--- config.mk ---
export PLATFORM = sky130hd
export DESIGN_NAME = pc_reg_flat
export DESIGN_NICKNAME = d
export VERILOG_FILES = /design/src/rtl/pc_reg_if.sv /design/src/rtl/pc_reg.sv /design/src/flat_wrapper.sv
export SDC_FILE = /design/constraint.sdc
export NUM_CORES = 1
export LEC_CHECK = 0
export ABC_AREA = 1
export BUFFER_PORTS_ARGS = -buffer_cell sky130_fd_sc_hd__buf_4
export CORE_MARGIN = 1
export CORE_UTILIZATION = 47
export DETAILED_ROUTE_END_ITERATION = 7
export PLACE_DENSITY_LB_ADDON = 0.25
export SYNTH_ARGS = -nofsm -noshare
export SYNTH_HDL_FRONTEND = slang
export SYNTH_SLANG_ARGS = --single-unit
--- constraint.sdc ---
create_clock -name clk -period 0.85 [get_ports clk]
set_clock_uncertainty 0.1 [all_clocks]
set_input_delay 0 -clock clk [delete_from_list [all_inputs] [get_ports clk]]
set_output_delay 0 -clock clk [all_outputs]
set_load 0.05 [all_outputs]
--- src/rtl/pc_reg_if.sv ---
// Bus bundle between the next-PC logic and the program-counter register.
// The inc strobe exists only when PC_INC_EN is defined.
interface pc_reg_if #(
    parameter int WIDTH = 32
);
    logic             enable;
    logic [WIDTH-1:0] datain;
    logic [WIDTH-1:0] dataout;
    logic [WIDTH-1:0] prev_pc;
    logic             misaligned;
`ifdef PC_INC_EN
    logic             inc;
`endif

    modport master (
        output enable,
        output datain,
`ifdef PC_INC_EN
        output inc,
`endif
        input  dataout,
        input  prev_pc,
        input  misaligned
    );

    modport slave (
        input  enable,
        input  datain,
`ifdef PC_INC_EN
        input  inc,
`endif
        output dataout,
        output prev_pc,
        output misaligned
    );
endinterface

--- src/rtl/pc_reg.sv ---
// Program-counter register with previous-PC capture and alignment flag.
// Define PC_INC_EN to add a self-increment (bus.inc) path by INC_STEP.
module pc_reg #(
    parameter int               WIDTH       = 32,
    parameter logic [WIDTH-1:0] RESET_VALUE = '0,
    parameter int               ALIGN_BITS  = 2,
    parameter int               INC_STEP    = 4
) (
    input  logic     clk,
    input  logic     reset,
    pc_reg_if.slave  bus
);

    logic [WIDTH-1:0] pc_p0;
    logic [WIDTH-1:0] prev_p0;

`ifdef PC_INC_EN
    localparam logic [WIDTH-1:0] STEP = WIDTH'(INC_STEP);
`else
    // Keeps the increment amount referenced when the increment path is absent.
    localparam int UNUSED_STEP = INC_STEP;
    logic unused_step;
    assign unused_step = (UNUSED_STEP == 0);
`endif

    // Stage p0: loads gate strictly on a true 1 so an unknown strobe holds state.
    always_ff @(posedge clk or negedge reset) begin
        if (!reset) begin
            pc_p0   <= RESET_VALUE;
            prev_p0 <= RESET_VALUE;
        end else if (bus.enable == 1'b1) begin
            prev_p0 <= pc_p0;
            pc_p0   <= bus.datain;
        end
`ifdef PC_INC_EN
        else if (bus.inc == 1'b1) begin
            prev_p0 <= pc_p0;
            pc_p0   <= pc_p0 + STEP;
        end
`endif
    end

    assign bus.dataout = pc_p0;
    assign bus.prev_pc = prev_p0;

    generate
        if (ALIGN_BITS == 0) begin : g_no_align
            assign bus.misaligned = 1'b0;
        end else begin : g_align
            assign bus.misaligned = |pc_p0[ALIGN_BITS-1:0];
        end
    endgenerate

endmodule

--- src/flat_wrapper.sv ---
// flat-port wrapper written by rule: the top's interface ports become plain ports
module pc_reg_flat 
#(
    parameter int               WIDTH       = 32,
    parameter logic [WIDTH-1:0] RESET_VALUE = '0,
    parameter int               ALIGN_BITS  = 2,
    parameter int               INC_STEP    = 4
)
  (clk, reset, bus_enable, bus_datain, bus_dataout, bus_prev_pc, bus_misaligned);
  pc_reg_if #(.WIDTH(WIDTH)) bus_i ();
  input  logic clk;
  input  logic reset;
  input wire logic [$bits(bus_i.enable)-1:0] bus_enable;
  input wire logic [$bits(bus_i.datain)-1:0] bus_datain;
  output wire logic [$bits(bus_i.dataout)-1:0] bus_dataout;
  output wire logic [$bits(bus_i.prev_pc)-1:0] bus_prev_pc;
  output wire logic [$bits(bus_i.misaligned)-1:0] bus_misaligned;
  assign bus_i.enable = bus_enable;
  assign bus_i.datain = bus_datain;
  assign bus_dataout = bus_i.dataout;
  assign bus_prev_pc = bus_i.prev_pc;
  assign bus_misaligned = bus_i.misaligned;
  pc_reg #(.WIDTH(WIDTH), .RESET_VALUE(RESET_VALUE), .ALIGN_BITS(ALIGN_BITS), .INC_STEP(INC_STEP)) u_core (.clk(clk), .reset(reset), .bus(bus_i));
endmodule
# Word-level counts from Yosys, hierarchy flattened
# Cells that the tools add are included.
# Widths: inputs -> output; s select.
dict set report word_totals {
  register_bits 64
  in_bits 35
  out_inout_bits 65
  word_cells 3
}
dict set report classes {
  n_reduce_logical 1
}
# operator count
set ops {}
lappend ops {{$reduce_or 2->1} 1}

# Longest topological paths before layout
dict set report depth {
  depth_word 1
  depth_mapped 4
}

# Worst setup path after synthesis
# Ideal clock, no wire load.
dict set report synth_path {
  path_type {reg2out}
  start {reg u_core.pc_p0[1], in the netlist u_core.bus.dataout[1]}
  end {out bus_misaligned}
  t_arrival_ps 1054
  required_ps 750
  slack_ps -304
  path_stages_with_launch 2
  path_cell_list {dfrtp_1 or2_2}
}
dict set report synth_via {
  elab_chain_cells 1
}
# element line_no
set synth_rtl {}
lappend synth_rtl {{start: declaration} pc_reg.sv:14} ;# logic [WIDTH-1:0] pc_p0;
lappend synth_rtl {{start signal: assignment} pc_reg.sv:33} ;# pc_p0 <= bus.datain;
lappend synth_rtl {{$reduce_or 2->1} pc_reg.sv:50} ;# assign bus.misaligned = |pc_p0[ALIGN_BITS-1:0];
lappend synth_rtl {{end: declaration} flat_wrapper.sv:17} ;# output wire logic [$bits(bus_i.misaligned)-1:0] bus_misaligned;
# Every way passes these cells.

# Worst setup path after layout
# Ends and elaborated chain as after synthesis.

==> key figures <==
Outcome
  • Status: finished, violations left
  • Failing checks: setup timing

CTS
  • Clk sink count: 64
  • Clock insertion delay at the later pin of the skew report: approximately 0.35 ns
  • Inserted Clock Buffers: 9
  • H-tree levels: 3
  • TritonCTS clock tree: done
  • Clock buffer depth: 2
  • Clk pin slew, worst setup/hold paths: approximately 0.080 ns
  • Root Driver: clkbuf_8

STA
  • Slew headroom: 0.753
  • Final Hold Viols: 0
  • Final setup violation count: ~120
  • Tcrit/Tclk final: 1.48
  • Pin slew with the least headroom to its limit: between 0.3 and 0.4 ns
  • RSZ-0062 raised after global routing: yes
  • Pins over their slew limit: 0
  • Tmin final: between 1 and 1.5 ns
  • Setup ws final: -0.409 ns
  • F_max: 794 MHz

Floorplanning
  • Die area: approximately 5500 µm²
  • Die H: 74.2 µm
  • Rows: 25
  • # IOs: 100
  • Initial Util: 0.503
  • Die Width: ~74 µm
  • Core area: roughly 4900 µm²

Placement
  • RePlAce Congestion: around 0.73
  • Port Buffers: 99
  • DP Worst Slack: -0.0499 ns
  • Final HPWL DP: about 3600 µm

Pwr
  • Total Power: 9.96 mW
  • P_leak: 2.40 nW
  • Worst vdd rail ir drop: between 1500 and 2000 µV
  • Power per Cell Area: roughly 2100 nW/µm²

Critical path
  • CP max stage delay: 0.43 ns
  • Critical path endpoint category: output port
  • Max stage delay cell, worst path: dfrtp_2
  • Reg2Reg Setup Slack: -0.23 ns
  • Critical-path cell list: or2_4, buf_8
  • Worst Path Max Fanout: 2
  • CP required: roughly 0.75 ns
  • Worst reg2reg path endpoint: u_core.bus.dataout[0]$_DFFE_PN0P_
  • WP data arrival: 1.16 ns
  • FF-to-FF Start: u_core.bus.dataout[0]$_DFFE_PN0P_
  • Crit start category: flip-flop
  • Worst Reg2Reg Path Length in Cells: 5
  • Crit path kind: reg -> out

Worst hold path
  • Number of cells on the worst hold path: 4
  • Start point of the worst hold path: bus_enable
  • Hold EP: u_core.bus.prev_pc[1]$_DFFE_PN0P_
  • Class of the worst hold path: in -> reg

Finish
  • Layout cells sized above 1: 0.638
  • Area grow syn2layout: 92.2%
  • Ant diodes: 0
  • Nets: roughly 480
  • # fillers: a little under 90

Route
  • Vias post-DR: just under 3000
  • Iteration-0 DRC Markers: 405
  • DRT antenna net count: 0
  • Average wire per standard cell: 24.5 µm
  • Routed wire length: roughly 13000 µm
  • Routed vias/inst: roughly 5.8
  • Detailed Routing Iterations Pass 1: 5
  • DRC violations left: 0

Global routing
  • Largest net degree at the start of global routing: 65
  • First-pass GRT wire length: roughly 12000 µm
  • Tot GR Track Use: 0.305
  • Initial antenna violation count: 0
  • Vias in the first global route: between 2000 and 3000
  • Overflow after GRT: 0

Synthesis
  • Syn Nets: between 300 and 400
  • Mapped cell area: 2450 µm²
  • Synth area leader: dfrtp_1
  • Register area share after synthesis: 0.653
  • Number of synthesized register bits: between 60 and 70
  • Synth cell types: 7
  • Post-synth top area share: 0.653
  • Synth area leaders: dfrtp_1, nand2_1, clkbuf_8
  • Post-synthesis instance total: between 200 and 300
  • Synth Warn #: 0
  • Synth Area per Inst: between 9 and 10 µm²

Run
  • Max Cap Violations: 0
==> metrics by stage <==
| stage | utilization | instances | setup TNS (ns) | hold slack, ns | instance area, µm² |
|---|---|---|---|---|---|
| floorplan | - | 271 | -0.140 | -0.396 | 2530 |
| global placement | 0.688 | 433 | -0.0479 | -0.0796 | 3360 |
| detailed placement | 0.688 | 433 | -0.0499 | -0.0772 | 3360 |
| CTS | 0.891 | 504 | -10.65 | 0.0244 | 4350 |
| global route | 0.966 | 512 | -16.83 | 0.0578 | 4710 |
| finish | 0.966 | 512 | -15.13 | 0.0538 | 4710 |
==> layout by cell type (no fill, tap or decap) <==
master         instances
buf_12                 4
buf_4                 38
buf_6                 87
buf_8                  9
bufinv_16              1
clkbuf_1               2
clkbuf_8              11
clkinv_2               2
dfrtp_2               64
dlygate4sd3_1         33
inv_2                  1
nand2_1              126
nand2_2               58
nand2_4                8
or2_4                  1
==> worst max-delay path: cells and delay by family, from the launching register on <==
kind                   cells  cell delay, ns
buffers and inverters      1            0.15
DFF                        1            0.43
and+or+nand+nor            1            0.24
==> flip-flops by register name, indices dropped and copies added (netlist names) <==
| signal | count |
|---|---|
| u_core.bus.dataout | 32 |
| u_core.bus.prev_pc | 32 |
==> kinds of logic (layout without fill, tap and decap cells) <==
logic type             after synthesis  in the layout  share of synthesized area
buffers and inverters               14            188                     0.0505
flip-flops                          64             64                      0.653
AND/OR/NAND/NOR                    193            193                      0.296
==> cells in the mapped netlist <==
cell / number
buf_2: 6
clkbuf_8: 6
or2_2: 1
nand2_1: 192
dfrtp_1: 64
inv_2: 1
buf_4: 1
==> power breakdown <==
part	leakage [nW]	switching, mW	internal (mW)
Combinational	1.58	2.06	1.31
Sequential	0.715	0.346	3.41
Clock	0.103	1.33	1.51
Total	2.40	3.73	6.22
==> per-layer routing <==
metal / vias up / wire, µm / GRT usage
met1: 1406 / 4130 / 0.333
met5: - / 0 / 0
met4: 0 / 1140 / 0.161
met3: 117 / 1320 / 0.0921
met2: 286 / 5950 / 0.534
li1: 1152 / - / -
==> how the worst max path moves through the flow <==
stage / startpoint / end / slack (ns) / cells after the start
2_1_floorplan: u_core.bus.dataout[1]$_DFFE_PN0P_ / bus_misaligned / -0.11 / 1
3_3_place_gp: u_core.bus.dataout[1]$_DFFE_PN0P_ / bus_misaligned / -0.05 / 2
3_5_place_dp: u_core.bus.dataout[1]$_DFFE_PN0P_ / bus_misaligned / -0.05 / 2
4_1_cts: u_core.bus.dataout[1]$_DFFE_PN0P_ / bus_misaligned / -0.39 / 2
5_1_grt: u_core.bus.dataout[0]$_DFFE_PN0P_ / bus_misaligned / -0.43 / 2
6_report: u_core.bus.dataout[1]$_DFFE_PN0P_ / bus_misaligned / -0.41 / 2
==> cell type report <==
class                      count  area (µm²)  share of cell area
clock buffer                  13         159              0.0337
inverter                       1        3.75            0.000796
clock inverter                 3        40.0             0.00849
sequential                    64        1680               0.357
tap                           67        83.8              0.0178
multi-input combinational    193         935               0.198
timing repair buffer         171        1810               0.384
==> timing repair <==
action | CTS | global route
setup buffers | 22 | 12
hold endpoints to repair | 96 | 0
setup endpoints to repair | 67 | 109
gates resized for setup | 80 | 102
hold buffers | 33 | 0
pin swaps | 4 | 19
(Power assumes the default switching activity.)
